File: config.mk
export PLATFORM = sky130hd
export DESIGN_NAME = fft16_sdf_stage
export DESIGN_NICKNAME = d
export VERILOG_FILES = /design/src/rtl/fft_pkg.sv /design/src/rtl/cplx_twiddle_mul.sv /design/src/rtl/fft16_sdf_stage.sv
export SDC_FILE = /design/constraint.sdc
export NUM_CORES = 2
export LEC_CHECK = 0
export ABC_CLOCK_PERIOD_IN_PS = 11000
export CAP_MARGIN = 0
export CORE_MARGIN = 3
export CORE_UTILIZATION = 30
export DETAILED_ROUTE_END_ITERATION = 12
export HOLD_SLACK_MARGIN = 0.06
export PLACE_DENSITY_LB_ADDON = 0.08
export SETUP_SLACK_MARGIN = 0.15
export SLEW_MARGIN = 30
export SYNTH_ARGS = -nofsm -noshare
export SYNTH_HDL_FRONTEND = slang
export SYNTH_SLANG_ARGS = --single-unit
File: constraint.sdc
create_clock -name clk -period 11 [get_ports clk]
set_input_delay 2.2 -clock clk [delete_from_list [all_inputs] [get_ports clk]]
set_output_delay 2.2 -clock clk [all_outputs]
set_load 0.01 [all_outputs]
File: src/rtl/fft_pkg.sv
// Shared constants, complex/twiddle types and saturation helpers for the R2SDF FFT stage.
// FFT_ROUND_EN selects round-half-up; otherwise shifts truncate toward -inf.
package fft_pkg;

  localparam int N       = 16;
  localparam int DW      = 17;
  localparam int TW      = 16;
  localparam int TW_FRAC = 14;
  localparam int HALF    = N / 2;
  localparam int CW      = $clog2(N);
  localparam int AW      = DW + TW + 1;

  typedef struct packed {
    logic signed [DW-1:0] re;
    logic signed [DW-1:0] im;
  } cplx_t;

  typedef struct packed {
    logic signed [TW-1:0] wr;
    logic signed [TW-1:0] wi;
  } twiddle_t;

  typedef enum logic {
    PHASE_FILL = 1'b0,
    PHASE_BFLY = 1'b1
  } phase_t;

`ifdef FFT_ROUND_EN
  localparam bit ROUND_EN = 1'b1;
`else
  localparam bit ROUND_EN = 1'b0;
`endif

  localparam logic signed [AW-1:0] HALF_RND = ROUND_EN ? AW'(1) : '0;
  localparam logic signed [AW-1:0] MUL_RND  = ROUND_EN ? (AW'(1) <<< (TW_FRAC - 1)) : '0;

  localparam logic signed [AW-1:0] SAT_MAX = AW'((1 << (DW - 1)) - 1);
  localparam logic signed [AW-1:0] SAT_MIN = AW'(-(1 << (DW - 1)));

  // W16^n = e^(-j2*pi*n/16) in Q1.14
  localparam twiddle_t TWIDDLE_ROM [0:HALF-1] = '{
    '{ 16'sd16384,  16'sd0     },
    '{ 16'sd15137, -16'sd6270  },
    '{ 16'sd11585, -16'sd11585 },
    '{ 16'sd6270,  -16'sd15137 },
    '{ 16'sd0,     -16'sd16384 },
    '{-16'sd6270,  -16'sd15137 },
    '{-16'sd11585, -16'sd11585 },
    '{-16'sd15137, -16'sd6270  }
  };

  function automatic logic signed [DW-1:0] sat_dw(input logic signed [AW-1:0] v);
    if (v > SAT_MAX) return SAT_MAX[DW-1:0];
    if (v < SAT_MIN) return SAT_MIN[DW-1:0];
    return v[DW-1:0];
  endfunction

  function automatic logic signed [DW-1:0] half_sat(input logic signed [AW-1:0] v);
    logic signed [AW-1:0] r;
    r = (v + HALF_RND) >>> 1;
    return sat_dw(r);
  endfunction

endpackage

File: src/rtl/cplx_twiddle_mul.sv
// Combinational complex multiply by a Q1.14 twiddle, rescale and saturate to DW bits.
// FFT_ROUND_EN (via fft_pkg) adds half an LSB before the >>14.
module cplx_twiddle_mul
  import fft_pkg::*;
(
  input  cplx_t    a,
  input  twiddle_t w,
  output cplx_t    y
);

  logic signed [AW-1:0] re_acc;
  logic signed [AW-1:0] im_acc;
  logic signed [AW-1:0] re_sh;
  logic signed [AW-1:0] im_sh;

  always_comb begin
    re_acc = AW'($signed(a.re)) * AW'($signed(w.wr)) - AW'($signed(a.im)) * AW'($signed(w.wi));
    im_acc = AW'($signed(a.re)) * AW'($signed(w.wi)) + AW'($signed(a.im)) * AW'($signed(w.wr));
    re_sh  = (re_acc + MUL_RND) >>> TW_FRAC;
    im_sh  = (im_acc + MUL_RND) >>> TW_FRAC;
    y.re   = sat_dw(re_sh);
    y.im   = sat_dw(im_sh);
  end

endmodule

File: src/rtl/fft16_sdf_stage.sv
// First radix-2 SDF stage of a 16-point DIF FFT: halved butterfly, 8-deep feedback line, twiddle.
// FFT_ROUND_EN (via fft_pkg) switches all rescaling from truncation to round-half-up.
module fft16_sdf_stage
  import fft_pkg::*;
(
  input  logic            clk,
  input  logic            rst_n,
  input  logic [2*DW-1:0] data_in,
  output logic [2*DW-1:0] data_out
);

  logic [CW-1:0] cnt;
  cplx_t         dline [0:HALF-1];
  cplx_t         x;
  cplx_t         head;
  cplx_t         sum_half;
  cplx_t         diff_half;
  cplx_t         twid_out;
  twiddle_t      w;
  phase_t        phase;

  assign x     = data_in;
  assign head  = dline[HALF-1];
  assign phase = phase_t'(cnt[CW-1]);
  assign w     = TWIDDLE_ROM[cnt[CW-2:0]];

  always_comb begin
    sum_half.re  = half_sat(AW'($signed(head.re)) + AW'($signed(x.re)));
    sum_half.im  = half_sat(AW'($signed(head.im)) + AW'($signed(x.im)));
    diff_half.re = half_sat(AW'($signed(head.re)) - AW'($signed(x.re)));
    diff_half.im = half_sat(AW'($signed(head.im)) - AW'($signed(x.im)));
  end

  // In the fill phase the line head is the previous frame's difference for index cnt
  cplx_twiddle_mul u_twiddle (
    .a (head),
    .w (w),
    .y (twid_out)
  );

  always_ff @(posedge clk) begin
    if (!rst_n) begin
      cnt      <= '0;
      data_out <= '0;
      for (int i = 0; i < HALF; i++) dline[i] <= '0;
    end else begin
      cnt      <= cnt + CW'(1);
      dline[0] <= (phase == PHASE_BFLY) ? diff_half : x;
      for (int i = 1; i < HALF; i++) dline[i] <= dline[i-1];
      data_out <= (phase == PHASE_BFLY) ? sum_half : twid_out;
    end
  end

endmodule

==> out/qor.csv <==
metric;value;unit
status;finished clean;
Worst path most repeated cell;fa_1;
global route overflow;0;
Port Buffers;69;
total power divided by cell area;89.6;nW/um^2
Routed WL;194000;um
antenna viol nets, final;0;
Reg clk slew, reported paths;0.09;ns
Initial Utilization;0.304;
CTS sink cnt;310;
Inserted Clock Buffers;31;
core area;170000;um^2
area of the multi-input gates;39300;um^2
#FFs+latches synth;310;
crit-path leading delay family;adder cells;
full die area;178000;um^2
max-cap violation count;0;
Slew Limit Headroom;0.313;
later-pin clock latency in the skew report;0.65;ns
die height;421;um
Worst IR Drop VDD;0.155;mV
Post-Syn Nets;6996;
Worst Path Buf+Inv;11;
1st-pass router iterations;5;
wire per inst;25.1;um
fin nets;7039;
post-synth cell types;83;
Achievable Freq;97.6;MHz
nature of the critical path startpoint;flop;
CP Class;reg -> reg;
Synth async-reset ratio;0;
crit-path max FO;23;
antenna violations before repair;14;
Setup TNS Final;0;ns
total number of vias;34900;
first-pass GRT wire length;284000;um
worst hold path stage count;1;
Design Power;0.00509;W
DP HPWL;169000;um
Final setup viols;0;
Max Slew Vio Count;0;
crit path DAT;10.72;ns
Yosys warning count;0;
final worst path period share;0.932;
buffer depth of the longest clock path;3;
Reg2Reg Depth;33;
Syn Area/Cell;9.65;um^2
pin count of the biggest net entering global routing;110;
P_leak;28.6;nW
Setup Skew;0.0396;ns
Post-Syn Instances;5362;
Critical Path Stages;33;
DRT iter0 DRCs;2226;
Required @ worst endpoint;11.47;ns
Root Buffer;clkbuf_16;
Filler cells;18100;
# hold bufs at CTS;0;
design area;56800;um^2
Die Wd;421;um
Fin. Hold Viols;0;
Top FF cell, synth;dfxtp_1;
vias in the first global route;38400;
CTS tree;built;
average via count per standard cell;4.52;
Hold Path Class;reg -> reg;
Critical Path Sink Type;flop;
total track usage;0.222;
slowest cell delay on critical path;0.57;ns
mapped cell area;51800;um^2
Layout area overhead;9.69;%
area post-placement;55700;um^2
proportion of layout cells with a drive suffix above 1;0.0484;
FP Rows;151;
H-Tree Depth;1;
Tightest Pin Transition;1.03;ns
RSZ-0062 raised after global routing;no;
Period minus WS final;10.25;ns
Final Util;0.333;
num ports;70;
GPL Wtd Cong;0.988;
DRC viols;0;
register area;6210;um^2
slowest stage cell on the critical path;fa_1;
Seq/Total Area, Yosys;0.120;
EDFF count, synth;0;
layout make-up:
class,count,area share
multi-input combinational,3354,0.691
clock inverter,10,0.00291
tap,2295,0.0506
clock buffer,47,0.0167
inverter,1516,0.100
sequential,310,0.109
antenna,1,0.0000441
timing repair buffer,192,0.0287
synthesized netlist by cell type, drive strengths merged, types with 14 or more instances:
master / n / area share
fa: 1169 / 0.45
inv: 1515 / 0.11
a211oi: 14 / 0.0023
xor2: 34 / 0.0058
clkbuf: 172 / 0.012
o21bai: 14 / 0.0020
o21ai: 69 / 0.0067
dfxtp: 310 / 0.12
and2: 402 / 0.049
xnor2: 105 / 0.018
mux2i: 14 / 0.0027
or2: 34 / 0.0041
a221oi: 17 / 0.0031
nand3: 16 / 0.0016
nand2b: 36 / 0.0044
a21oi: 104 / 0.010
nor3: 32 / 0.0033
nand2: 333 / 0.024
a21o: 25 / 0.0036
nor2: 161 / 0.012
nor2b: 190 / 0.023
ha: 429 / 0.10
routing by layer:
metal / track usage / up-vias / wire (um)
met5: 0 / - / 53
met2: 0.365 / 790 / 91300
li1: - / 15700 / -
met4: 0.0535 / 8 / 5680
met3: 0.0311 / 160 / 9740
met1: 0.310 / 18300 / 87400
path summary, 6_finish.rpt:
check / from / to / slack (ns)
worst max-delay path: cnt[1]$_SDFF_PN0_ / data_out[19]$_SDFF_PN0_ / 0.75
worst min-delay path: dline[0][17]$_SDFF_PN0_ / dline[0][51]$_SDFF_PN0_ / 0.41
worst max register to register: cnt[1]$_SDFF_PN0_ / data_out[19]$_SDFF_PN0_ / 0.75
worst min register to register: dline[0][17]$_SDFF_PN0_ / dline[0][51]$_SDFF_PN0_ / 0.41
what timing repair did:
item / in CTS / in global routing
endpoints found under the setup margin: 0 / 22
buffers inserted: 0 / 0
resized for setup: 0 / 3
cell families (layout without fill, tap and decap cells):
group	after synthesis	after routing	synth area share
AO/OA/AOI/OAI	349	349	0.0467
XOR/XNOR	139	139	0.0235
adder cells (fa/ha/maj)	1602	1602	0.557
buffers and inverters	1698	1765	0.123
flip-flops	310	310	0.120
multiplexers	15	15	0.00292
other	0	1	0
AND/OR/NAND/NOR	1249	1249	0.127
cell usage in the layout (no fill, tap or decap), types with 15 or more instances in the layout:
| cell | n |
|---|---|
| nor3_1 | 31 |
| o21ai_0 | 65 |
| inv_1 | 1514 |
| and2_1 | 402 |
| nor2b_1 | 188 |
| nand3_1 | 15 |
| ha_1 | 428 |
| xnor2_1 | 103 |
| xor2_1 | 34 |
| nor2_1 | 161 |
| a21o_1 | 25 |
| a21oi_1 | 93 |
| fa_1 | 1169 |
| or2_2 | 34 |
| clkbuf_16 | 31 |
| clkdlybuf4s50_1 | 68 |
| a221oi_1 | 15 |
| nand2b_1 | 36 |
| buf_4 | 121 |
| dfxtp_1 | 305 |
| nand2_1 | 330 |
flip-flops by register name, summed over array words and instances, names as in the netlist:
signal and count:
cnt 4, data_out 34, dline 272
where the power goes:
group          internal [W]  leakage, nW  switching, W  total (W)
Combinational      0.000974         25.5       0.00168    0.00266
Clock              0.000669        0.540      0.000495    0.00116
Sequential          0.00121         2.53     0.0000585    0.00127
per-stage QoR:
step	setup slack, ns	hold slack, ns	std cells
2_1_floorplan	1.32	0.406	5362
6_report	0.749	0.412	7725
5_1_grt	0.205	0.424	7724
4_1_cts	0.320	0.411	7724
3_3_place_gp	0.256	0.413	7666
3_5_place_dp	0.364	0.417	7667
Note: power is estimated with default switching activity, not from simulation.
